## src/rtl/shift_pkg.sv

```systemverilog
// Shared definitions for the shift/rotate execution stage.
//   op_t    : operation encodings presented on shift_seq.op
//   state_t : sequencer states
//   *_DEF   : default datapath width, shift-amount width and coarse step size
package shift_pkg;

    localparam int WIDTH_DEF = 16;
    localparam int SHW_DEF   = 5;
    localparam int STEP_DEF  = 4;

    typedef enum logic [1:0] {
        OP_SLL = 2'b00,
        OP_SRL = 2'b01,
        OP_SRA = 2'b10,
        OP_ROR = 2'b11
    } op_t;

    typedef enum logic [1:0] {
        IDLE  = 2'b00,
        SHIFT = 2'b01,
        DONE  = 2'b10
    } state_t;

endpackage

```

## src/rtl/shift_step.sv

```systemverilog
// One combinational shift/rotate step of either 1 bit or STEP bits.
// Ports:
//   op      : operation (SLL/SRL/SRA/ROR)
//   value   : current working value
//   sign    : sign bit of the original operand (SRA fill)
//   coarse  : 1 = move STEP bits, 0 = move 1 bit
//   nxt     : value after this step
//   out_bit : last bit to leave the word in this step (ROR: new MSB)
module shift_step
    import shift_pkg::*;
#(
    parameter int WIDTH = WIDTH_DEF,
    parameter int STEP  = STEP_DEF
) (
    input  op_t              op,
    input  logic [WIDTH-1:0] value,
    input  logic             sign,
    input  logic             coarse,
    output logic [WIDTH-1:0] nxt,
    output logic             out_bit
);

    always_comb begin
        nxt     = value;
        out_bit = 1'b0;
        if (coarse) begin
            // The bit nearest the stay-behind side leaves the word last.
            case (op)
                OP_SLL: begin
                    nxt     = {value[WIDTH-STEP-1:0], {STEP{1'b0}}};
                    out_bit = value[WIDTH-STEP];
                end
                OP_SRL: begin
                    nxt     = {{STEP{1'b0}}, value[WIDTH-1:STEP]};
                    out_bit = value[STEP-1];
                end
                OP_SRA: begin
                    nxt     = {{STEP{sign}}, value[WIDTH-1:STEP]};
                    out_bit = value[STEP-1];
                end
                default: begin
                    nxt     = {value[STEP-1:0], value[WIDTH-1:STEP]};
                    out_bit = value[STEP-1];
                end
            endcase
        end else begin
            case (op)
                OP_SLL: begin
                    nxt     = {value[WIDTH-2:0], 1'b0};
                    out_bit = value[WIDTH-1];
                end
                OP_SRL: begin
                    nxt     = {1'b0, value[WIDTH-1:1]};
                    out_bit = value[0];
                end
                OP_SRA: begin
                    nxt     = {sign, value[WIDTH-1:1]};
                    out_bit = value[0];
                end
                default: begin
                    nxt     = {value[0], value[WIDTH-1:1]};
                    out_bit = value[0];
                end
            endcase
        end
    end

endmodule

```

## src/rtl/shift_seq.sv

```systemverilog
// Multi-cycle shift/rotate execution stage.
// A request (op, a_in, shamt) is taken over in_valid/in_ready while IDLE.
// The effective count is worked off in STEP-bit coarse steps while at least
// STEP remain, then in 1-bit steps. The result with zero/carry flags is held
// in DONE until out_ready.
// Optional build macro SHIFT_SEQ_FAST_EN: a barrel shifter performs the whole
// shift in a single SHIFT cycle; results and flags are identical.
// Ports:
//   clk, rst            : clock, synchronous active-high reset
//   in_valid, in_ready  : request handshake (in_ready high only in IDLE)
//   op, a_in, shamt     : operation, operand, shift amount
//   out_valid, out_ready: result handshake (out_valid high only in DONE)
//   result, zero, carry : shifted value, result==0, last bit shifted out
module shift_seq
    import shift_pkg::*;
#(
    parameter int WIDTH = WIDTH_DEF,
    parameter int SHW   = SHW_DEF,
    parameter int STEP  = STEP_DEF
) (
    input  logic             clk,
    input  logic             rst,
    input  logic             in_valid,
    output logic             in_ready,
    input  logic [1:0]       op,
    input  logic [WIDTH-1:0] a_in,
    input  logic [SHW-1:0]   shamt,
    output logic             out_valid,
    input  logic             out_ready,
    output logic [WIDTH-1:0] result,
    output logic             zero,
    output logic             carry
);

    localparam int CW = $clog2(WIDTH + 1);

    state_t           state, state_nxt;
    op_t              op_q, op_nxt;
    logic [WIDTH-1:0] val_q, val_nxt;
    logic             sign_q, sign_nxt;
    logic [CW-1:0]    cnt_q, cnt_nxt;
    logic             carry_q, carry_nxt;

    logic [CW-1:0]    eff_cnt;
    logic [WIDTH-1:0] mv_val;
    logic             mv_bit;
    logic [CW-1:0]    mv_dec;

    // Rotates wrap, so only shamt mod WIDTH matters; shifts saturate at WIDTH
    // (everything gone), which keeps the step count bounded.
    always_comb begin
        if (op_t'(op) == OP_ROR)
            eff_cnt = CW'(int'(shamt) % WIDTH);
        else if (int'(shamt) >= WIDTH)
            eff_cnt = CW'(WIDTH);
        else
            eff_cnt = CW'(shamt);
    end

`ifdef SHIFT_SEQ_FAST_EN
    // Extended by one bit so the bit leaving the word lands in the extra
    // position; this also yields carry 0 naturally for a count of 0.
    logic [WIDTH:0] ext;

    always_comb begin
        ext    = '0;
        mv_val = val_q;
        mv_bit = 1'b0;
        case (op_q)
            OP_SLL: begin
                ext    = {1'b0, val_q} << cnt_q;
                mv_val = ext[WIDTH-1:0];
                mv_bit = ext[WIDTH];
            end
            OP_SRL: begin
                ext    = {val_q, 1'b0} >> cnt_q;
                mv_val = ext[WIDTH:1];
                mv_bit = ext[0];
            end
            OP_SRA: begin
                ext    = (WIDTH+1)'($signed({sign_q, val_q[WIDTH-2:0], 1'b0}) >>> cnt_q);
                mv_val = ext[WIDTH:1];
                mv_bit = ext[0];
            end
            default: begin
                mv_val = (val_q >> cnt_q) | (val_q << (CW'(WIDTH) - cnt_q));
                mv_bit = mv_val[WIDTH-1];
            end
        endcase
    end

    // Whole count consumed in one step.
    assign mv_dec = cnt_q;
`else
    logic coarse;

    assign coarse = (cnt_q >= CW'(STEP));
    assign mv_dec = coarse ? CW'(STEP) : CW'(1);

    shift_step #(
        .WIDTH (WIDTH),
        .STEP  (STEP)
    ) u_step (
        .op      (op_q),
        .value   (val_q),
        .sign    (sign_q),
        .coarse  (coarse),
        .nxt     (mv_val),
        .out_bit (mv_bit)
    );
`endif

    always_ff @(posedge clk) begin
        if (rst) begin
            state   <= IDLE;
            op_q    <= OP_SLL;
            val_q   <= '0;
            sign_q  <= 1'b0;
            cnt_q   <= '0;
            carry_q <= 1'b0;
        end else begin
            state   <= state_nxt;
            op_q    <= op_nxt;
            val_q   <= val_nxt;
            sign_q  <= sign_nxt;
            cnt_q   <= cnt_nxt;
            carry_q <= carry_nxt;
        end
    end

    always_comb begin
        state_nxt = state;
        op_nxt    = op_q;
        val_nxt   = val_q;
        sign_nxt  = sign_q;
        cnt_nxt   = cnt_q;
        carry_nxt = carry_q;
        case (state)
            IDLE: begin
                if (in_valid) begin
                    op_nxt    = op_t'(op);
                    val_nxt   = a_in;
                    sign_nxt  = a_in[WIDTH-1];
                    cnt_nxt   = eff_cnt;
                    carry_nxt = 1'b0;
                    // Count 0 skips SHIFT: operand passes through unchanged.
                    state_nxt = (eff_cnt == '0) ? DONE : SHIFT;
                end
            end
            SHIFT: begin
                val_nxt   = mv_val;
                carry_nxt = mv_bit;
                cnt_nxt   = cnt_q - mv_dec;
                if (cnt_q == mv_dec)
                    state_nxt = DONE;
            end
            DONE: begin
                if (out_ready)
                    state_nxt = IDLE;
            end
            default: state_nxt = IDLE;
        endcase
    end

    assign in_ready  = (state == IDLE);
    assign out_valid = (state == DONE);
    assign result    = val_q;
    assign carry     = carry_q;
    // Gated so the flag reads 0 out of reset even though result is 0 then.
    assign zero      = out_valid && (val_q == '0);

endmodule
```

## config.mk

```make
export PLATFORM = sky130hd
export DESIGN_NAME = shift_seq
export DESIGN_NICKNAME = d
export VERILOG_FILES = /design/src/rtl/shift_pkg.sv /design/src/rtl/shift_step.sv /design/src/rtl/shift_seq.sv
export SDC_FILE = /design/constraint.sdc
export NUM_CORES = 1
export LEC_CHECK = 0
export CORE_MARGIN = 2
export CORE_UTILIZATION = 44
export CTS_CLUSTER_SIZE = 20
export DETAILED_ROUTE_END_ITERATION = 8
export GPL_TIMING_DRIVEN = 0
export PLACE_DENSITY_LB_ADDON = 0.25
export SLEW_MARGIN = 20
export SYNTH_ARGS = -nofsm -noshare
export SYNTH_HDL_FRONTEND = slang
export SYNTH_SLANG_ARGS = --single-unit
```

## constraint.sdc

```tcl
create_clock -name clk -period 1.7 [get_ports clk]
set_input_delay 0.51 -clock clk [delete_from_list [all_inputs] [get_ports clk]]
set_output_delay 0.51 -clock clk [all_outputs]
set_load 0.02 [all_outputs]
```

==> impl_metrics.py, run 1 <==
metrics = {
    "yosys": {
        "syn-num-nets": 236,
        "yosys.area.top_type": "dfxtp_1",
        "synthCells": 207,
        "yosys-top-cells-area": "dfxtp_1 (30%), mux2_2 (9.4%), nor2_1 (5.4%), a222oi_1 (5.0%), a211oi_1 (4.2%)",
        "ys_warn_count": 0,
        "synth_area_um2": 1800,
        "ys_types": 48,
        "yosysSeqAreaShare": 0.300,
        "synthTopCellsByCount": "dfxtp_1 (27), nor2_1 (26), a21oi_1 (15), mux2_2 (15), a211oi_1 (10)",
        "async_reset_ff_frac": 0,
        "synth_seq_cells": 27,
        "synth_edf_count": 0,
        "synth_top_flop_cell": "dfxtp_1",
        "synth.top_cell.area_share": 0.300,
        "syn_avg_cell_area_um2": 8.70,
        "synth_most_common_cell": "dfxtp_1",
    },
    "power": {
        "power-per-cell-area_nw_per_um2": 1470,
        "max-vdd-ir-drop_mv": 0.717,
        "power_leakage_nw": 1.14,
        "power_mw": 4.12,
    },
    "clock_network": {
        "h-tree-depth": 1,
        "cts_buffer_depth": 2,
        "cts_sinks": 27,
        "clk_latency_ns": 0.28,
        "cts_tree": "yes",
        "cts_inserted_buffers": 3,
        "cts_root_buffer": "clkbuf_8",
        "clk_pin_slew_ns": 0.09,
    },
    "global_route": {
        "grt_pass1_vias": 1853,
        "grt_usage": 0.272,
        "grt_pass1_wl_um": 9430,
        "overflow": 0,
        "antenna_found_initial": 0,
        "grt_max_degree": 15,
    },
    "setup_path": {
        "rrSetupSlack_ns": -0.03,
        "cp_slowest_cell": "or4_4",
        "end_kind": "primary output",
        "worstPathArrival_ns": 1.49,
        "cpPeakStageDelay_ns": 0.55,
        "path_class": "reg -> out",
        "required_ns": 1.19,
        "critPathTopFamily": "simple AND/OR/NAND/NOR gates",
        "path_cells": "or4_4 -> nor3_4 -> buf_6",
        "critPathBufInv": 1,
        "startpoint_type": "flop",
        "critPathMaxFanout": 7,
    },
    "detailed_routing": {
        "vias_per_cell": 6.29,
        "drtIter0Drc": 267,
        "routedWlPerCell_um": 18.9,
        "vias": 2069,
        "routed_wl_um": 6210,
        "detail-route-antenna-nets": 0,
        "first_pass_iters": 6,
        "drc": 0,
    },
    "place": {
        "placed_cell_area_um2": 2330,
        "place_inst": 302,
        "io_buffers": 45,
        "pre_cts_ws_ns": -0.968,
        "gp_congestion": 0.889,
        "hpwl_um": 3850,
    },
    "sta": {
        "rsz0062_at_grt": "yes",
        "finalSetupViolCount": 3,
        "slew_viol_final": 0,
        "finalHoldWorstSlack_ns": 0.527,
        "fmax_ghz": 0.501,
        "fin_ws_ns": -0.297,
        "hold_viol": 0,
        "slew_headroom": 0.620,
        "tns_ns": -0.340,
        "finalClockSkew_ns": 0.00381,
        "period_share": 1.17,
        "tightest_slew_ns": 0.570,
        "min_period_ns": 2.00,
    },
    "floorplanning": {
        "die_area_um2": 4620,
        "die-width_um": 68.0,
        "dieHeight_um": 68.0,
        "core_area_um2": 3970,
        "rows": 23,
        "ios": 47,
        "start_util": 0.454,
    },
    "run_status": {
        "violations": "negative setup slack",
        "status": "finished, violations left",
    },
    "run": {
        "cap_violations": 0,
    },
    "final_layout": {
        "layout.nets": 309,
        "n_antenna_cell": 0,
        "n_fill_cell": 291,
        "postLayoutCoreUtil": 0.704,
        "final_area_um2": 2800,
        "final_layout_size_suffix_gt1_frac": 0.384,
        "instances_no_fill": 329,
        "area_growth_syn_to_layout_pct": 55.2,
    },
    "hold_path": {
        "hold_path_class": "reg -> reg",
    },
}
metal layers:
layer,routed length [um],vias to the layer above,global-route usage
met4,147,0,0.0975
met5,0,-,0
met2,2950,117,0.431
met3,480,14,0.0411
met1,2630,983,0.373
li1,-,955,-
state kept, by name, indices dropped and copies added (netlist names):
signal,count
result,16
op_q,2
state,2
carry,1
sign_q,1
cnt_q,5
worst paths after layout:
kind / startpoint / to / cells after the start
max: result[9]$_SDFFE_PP0P_ / zero / 3
min: carry$_SDFFE_PP0P_ / carry$_SDFFE_PP0P_ / 2
max reg2reg: cnt_q[3]$_SDFFE_PP0P_ / cnt_q[2]$_SDFFE_PP0P_ / 7
min reg2reg: carry$_SDFFE_PP0P_ / carry$_SDFFE_PP0P_ / 2
layout by cell type (no fill, tap or decap), drive strengths merged, types with 3 or more instances in the layout:
cell type | synthesis | final
buf | 9 | 34
nor2 | 28 | 29
dfxtp | 27 | 27
clkdlybuf4s50 | 0 | 25
dlygate4sd2 | 0 | 17
mux2 | 15 | 15
a21oi | 15 | 15
a211oi | 10 | 10
a222oi | 9 | 9
nand2 | 9 | 9
clkbuf | 5 | 9
o21ai | 8 | 8
nor4 | 6 | 6
nor3 | 6 | 6
mux2i | 5 | 5
inv | 5 | 5
a21bo | 4 | 4
a211o | 4 | 4
nor3b | 3 | 3
a221oi | 3 | 3
o21bai | 3 | 3
worst min-delay path, cell delays in order, from the launching register on:
cell and delay [ns]:
dfxtp_1 0.35, a22oi_2 0.07, nor2_1 0.07
cell type report:
type	instances	area, um2	area share
inverters	6	40.0	0.0143
clock buffers	4	45.0	0.0161
multi-input cells	161	1330	0.477
flip-flops and latches	27	568	0.203
repair buffers	68	647	0.231
well taps	50	62.6	0.0224
plain buffers	13	101	0.0362
where the power goes:
group	switching (mW)	internal (mW)
Sequential	0.292	0.810
Combinational	1.29	1.35
Clock	0.208	0.168
cells by family after synthesis:
| family | synth area share |
|---|---|
| adders and majority gates | 0.0139 |
| muxes | 0.149 |
| buffers and inverters | 0.0569 |
| AOI/OAI and AO/OA | 0.295 |
| and+or+nand+nor | 0.176 |
| DFF | 0.300 |
| xor gates and xnor gates | 0.00972 |
what timing repair did:
item,CTS,global route
cloned,0,2
pin swaps,9,12
setup endpoints to repair,42,24
resized for setup,72,40
buffers inserted,13,9
hold buffers,0,0
endpoints found under the hold margin,0,0
Power figures use the tool's default switching activity.
==> inputs of run 2 (changes only) <==
- CORE_MARGIN: 2 -> 10
==> impl_metrics.py, run 2 (synthesis results as in run 1) <==
metrics = {
    "sta": {
        "fin_ws_ns": -0.323,
        "rsz0062_at_grt": "yes",
        "finalClockSkew_ns": 0.00232,
        "period_share": 1.19,
        "slew_headroom": 0.558,
        "min_period_ns": 2.02,
        "tightest_slew_ns": 0.663,
        "slew_viol_final": 0,
        "hold_viol": 0,
        "tns_ns": -0.323,
        "finalSetupViolCount": 1,
        "fmax_ghz": 0.494,
    },
    "global_route": {
        "overflow": 0,
        "grt_max_degree": 15,
        "antenna_found_initial": 0,
        "grt_usage": 0.176,
        "grt_pass1_vias": 2052,
        "grt_pass1_wl_um": 10500,
    },
    "detailed_routing": {
        "highest_layer": "met4",
        "detail-route-antenna-nets": 0,
        "routed_wl_um": 6630,
        "wl_met2_um": 3140,
        "wl_met3_um": 593,
        "drtIter0Drc": 310,
        "vias": 2095,
        "wl_met1_um": 2750,
        "vias_per_cell": 6.51,
        "routedWlPerCell_um": 20.6,
        "first_pass_iters": 5,
        "drc": 0,
    },
    "power": {
        "power_mw": 3.82,
        "power.share.sequential": 0.286,
        "power_frac_comb": 0.614,
        "power_leakage_nw": 1.09,
        "internal-power_mw": 2.13,
        "p_sw_mw": 1.70,
        "power.share.switching": 0.444,
        "max-vdd-ir-drop_mv": 0.688,
        "power-per-cell-area_nw_per_um2": 1440,
        "clockPowerShare": 0.100,
    },
    "final_layout": {
        "final_area_um2": 2650,
        "final_cell_mix": "clkdlybuf4s50_1 (24), nor2_1 (22), buf_4 (17), dlygate4sd2_1 (17), dfxtp_2 (16)",
        "final_common_cell": "clkdlybuf4s50_1",
        "layout.nets": 302,
        "largest_register_ffs": 16,
        "n_antenna_cell": 0,
        "area_growth_syn_to_layout_pct": 47.2,
        "final_layout_size_suffix_gt1_frac": 0.364,
    },
    "setup_path": {
        "critPathMaxFanout": 7,
        "startpoint_type": "flop",
        "r2r_end": "cnt_q[4]$_SDFFE_PP0P_",
        "r2r_cells": 6,
        "end_kind": "primary output",
        "startpoint": "result[9]$_SDFFE_PP0P_",
        "path_class": "reg -> out",
        "r2r-start": "cnt_q[3]$_SDFFE_PP0P_",
        "rrSetupSlack_ns": 0.02,
        "required_ns": 1.19,
        "worstPathArrival_ns": 1.51,
        "crit_end": "zero",
    },
    "run": {
        "cap_violations": 0,
    },
    "floorplanning": {
        "dieHeight_um": 84.0,
        "start_util": 0.454,
        "die-width_um": 84.0,
        "core_area_um2": 3970,
        "die_area_um2": 7050,
        "rows": 23,
        "ios": 47,
    },
    "clock_network": {
        "cts_buffer_depth": 2,
        "h-tree-depth": 1,
        "cts_sinks": 27,
        "clk_latency_ns": 0.28,
        "cts_tree": "yes",
        "cts_inserted_buffers": 3,
        "clk_pin_slew_ns": 0.09,
        "cts_root_buffer": "clkbuf_8",
    },
    "place": {
        "placed_cell_area_um2": 2330,
        "hpwl_um": 4320,
        "io_buffers": 45,
        "gp_congestion": 0.925,
    },
    "run_status": {
        "violations": "negative setup slack",
        "status": "finished, violations left",
    },
    "hold_path": {
        "hold_path_class": "reg -> reg",
    },
}
[run 2: critical path: stages, from the launching register on]
cell	delay (ns)
dfxtp_4	0.39
or4_4	0.55
nor3_4	0.15
buf_6	0.14
[run 2: worst min-delay path by stage]
| stage | startpoint | endpoint | slack, ns | depth (start not counted) |
|---|---|---|---|---|
| final | cnt_q[3]$_SDFFE_PP0P_ | cnt_q[3]$_SDFFE_PP0P_ | 0.47 | 2 |
| after global routing | cnt_q[3]$_SDFFE_PP0P_ | cnt_q[3]$_SDFFE_PP0P_ | 0.50 | 2 |
| after CTS | cnt_q[3]$_SDFFE_PP0P_ | cnt_q[3]$_SDFFE_PP0P_ | 0.48 | 2 |
| after detailed placement | cnt_q[3]$_SDFFE_PP0P_ | cnt_q[3]$_SDFFE_PP0P_ | 0.47 | 2 |
| after global placement | cnt_q[3]$_SDFFE_PP0P_ | cnt_q[3]$_SDFFE_PP0P_ | 0.47 | 2 |
| after floorplan | cnt_q[3]$_SDFFE_PP0P_ | cnt_q[3]$_SDFFE_PP0P_ | 0.45 | 2 |
[run 2: area by class of cell]
| type | instances | area (um2) |
|---|---|---|
| fillers | 336 | 1320 |
| multi-input cells | 161 | 1300 |
| flip-flops and latches | 27 | 564 |
| repair buffers | 61 | 557 |
| plain buffers | 13 | 93.8 |
| well taps | 50 | 62.6 |
| clock buffers | 4 | 45.0 |
| inverters | 6 | 32.5 |
[run 2: through the flow]
stage | worst slack (ns) | utilization | instances | hold slack (ns)
floorplan | -0.0581 | - | 207 | 0.450
global placement | -0.970 | 0.586 | 302 | 0.465
detailed placement | -0.960 | 0.586 | 302 | 0.469
CTS | -0.297 | 0.641 | 317 | 0.481
global route | -0.337 | 0.668 | 322 | 0.502
finish | -0.323 | 0.668 | 322 | 0.467
[run 2: what timing repair did]
| action | 4_1_cts | 5_1_grt |
|---|---|---|
| hold buffers | 0 | 0 |
| buffers inserted | 11 | 5 |
| gates resized for setup | 68 | 34 |
| endpoints found under the hold margin | 0 | 0 |
| cloned | 0 | 1 |
| endpoints found under the setup margin | 41 | 31 |
| pin swaps | 9 | 16 |
[run 2: power groups by stage]
stage / Clock (mW) / Sequential (mW) / Combinational, mW
2_1_floorplan: 0 / 1.07 / 1.21
3_3_place_gp: 0 / 1.04 / 1.84
3_5_place_dp: 0 / 1.04 / 1.86
4_1_cts: 0.392 / 1.05 / 2.13
5_1_grt: 0.412 / 1.11 / 2.53
6_report: 0.381 / 1.09 / 2.35
[run 2: routing by layer]
layer,vias to the layer above,track usage
li1,937,-
met1,1002,0.222
met2,136,0.280
met3,20,0.0439
met4,0,0.0639
met5,-,0
==> edit, RTL diff (config.mk and constraints of run 2) <==
Add a define of `SHIFT_SEQ_FAST_EN`.
--- a/src/rtl/shift_seq.sv
+++ b/src/rtl/shift_seq.sv
@@ -12,4 +12,6 @@
 //   out_valid, out_ready: result handshake (out_valid high only in DONE)
 //   result, zero, carry : shifted value, result==0, last bit shifted out
+`define SHIFT_SEQ_FAST_EN
+
 module shift_seq
     import shift_pkg::*;
Formal check against the unedited RTL: not equivalent (Yosys sat finds a counterexample within 4 cycles, from zero or initial values and one cycle with rst high).
==> edit against run 2 <==
- the run ends with DRC, setup timing left
- worst setup slack lost 0.62 ns
- critical path depth grew 9
- routed wire length grew to 4.1 times the old value
- total power shrank 4.8%
- maximum frequency shrank 24%
- synthesized area grew to 2.5 times the old value
- sequential cell count is the same
- design area grew to 2.5 times the old value
- via count grew to 3.0 times the old value
- largest power group unchanged
==> edit: results (changes against run 2) <==
* final total negative setup slack: -13.45 ns, was -0.323 ns
* Reg clk slew, reported paths: 0.13 ns, was 0.09 ns
* Critical Path Slowest Stage Cell: dfxtp_4, was or4_4
* Inverters excl. clock: 8, was 6
* most frequent cells after synthesis: 56 x nand2_1, 51 x nor2_1, 45 x mux2i_1, 35 x clkbuf_1, was 27 x dfxtp_1, 26 x nor2_1, 15 x a21oi_1, 15 x mux2_2, 10 x a211oi_1
* share of cells above drive strength 1: 44.1%, was 36.4%
* mux cell area share after synthesis: 29.7%, was 14.9%
* detailed placement HPWL: 18,100 µm, was 4320 µm
* synth top area cells: mux4_2 15%, dfxtp_1 12%, mux2i_1 9.9%, was dfxtp_1 30%, mux2_2 9.4%, nor2_1 5.4%
* maximum fanout count along the critical path: 5, was 7
* number of DRC markers in iteration 0: 1,346, was 310
* VDD IR-drop max: 0.000359 V, was 0.000688 V
* Buffers on Ports: 46, was 45
* final worst setup slack: -0.945 ns, was -0.323 ns
* Max Clock Skew: 0.00552 ns, was 0.00232 ns
* share of power burned in combinational logic: 66.2%, was 61.4%
* sequential cell area fraction in the yosys report: 11.9%, was 30.0%
* fraction of synthesized cell area in xor and xnor cells: 1.16%, was 0.972%
* run status: finished with violations, unchanged
* Final setup violation count: 20, was 1
* share of cell area taken by multi-input logic gates: 64.9%, was 48.9%
* via count of the first global-routing pass: 5,804, was 2,052
* proportion of final cell area spent on non-clock buffers: 22.4%, was 24.5%
* gp weighted congestion: 1.17, was 0.925
* number of remaining DRC errors: 9, was 0
* routed length per placed instance: 33.8 µm, was 20.6 µm
* total nets after synthesis: 593, was 236
* Non-CTS buffers: 159, was 74
* first-pass iteration count of the detailed router: 9, was 5
* all-layer global routing usage: 33.5%, was 17.6%
* cells resized by post-CTS repair: 191, was 68
* worst slew margin relative to its limit: 47.9%, was 55.8%
* vias per cell: 7.80, was 6.51
* total instance count after detailed placement: 747, was 302
* number of multi-input combinational cells in the layout: 464, was 161
* Post-Syn Instances: 565, was 207
* violated checks: DRC, setup timing, was setup timing
## edit: through the flow
step / total power [W] / hold slack, ns / setup slack (ns) / cell area, µm² / utilization [%]
floorplan: 0.00188 / 0.544 / -0.719 / 4690 / -
global placement: 0.00251 / 0.460 / -1.41 / 5320 / 52.2
detailed placement: 0.00250 / 0.473 / -1.47 / 5320 / 52.2
CTS: 0.00321 / 0.489 / -0.838 / 6210 / 61.0
global route: 0.00366 / 0.519 / -0.914 / 6710 / 65.9
finish: 0.00364 / 0.506 / -0.945 / 6710 / 65.9
## edit: path summary, 6_finish.rpt
check	startpoint	end	slack, ns	cells after the start
worst max-delay path	cnt_q[0]	result[10]	-0.95	12
worst min register to register	carry	carry	0.51	2
worst min-delay path	carry	carry	0.51	2
worst max register to register	cnt_q[0]	result[10]	-0.95	12
## edit: worst max-delay path: cells and delay by family, from the launching register on
| kind | cells | cell delay (ns) |
|---|---|---|
| muxes | 2 | 0.58 |
| AOI/OAI and AO/OA | 3 | 0.57 |
| DFF | 1 | 0.42 |
| buffers and inverters | 6 | 0.66 |
| adders and majority gates | 1 | 0.29 |
## edit: per-layer routing
layer  part of all wire, %  vias up  wire, µm  global-route usage, %
li1                      -     2387         -                      -
met1                    33     2894      8980                   40.9
met2                    40      689     10800                   49.6
met3                    16      254      4420                   11.2
met4                    10        2      2730                   21.5
met5                 0.033        -         9                      0
## edit: cell families (layout without fill, tap and decap cells)
family | count (synthesis) | count (layout)
flip-flops | 27 | 27
AO/OA/AOI/OAI | 172 | 172
AND/OR/NAND/NOR | 193 | 193
multiplexers | 92 | 92
buffers and inverters | 74 | 171
adder cells (fa/ha/maj) | 1 | 1
XOR/XNOR | 6 | 6
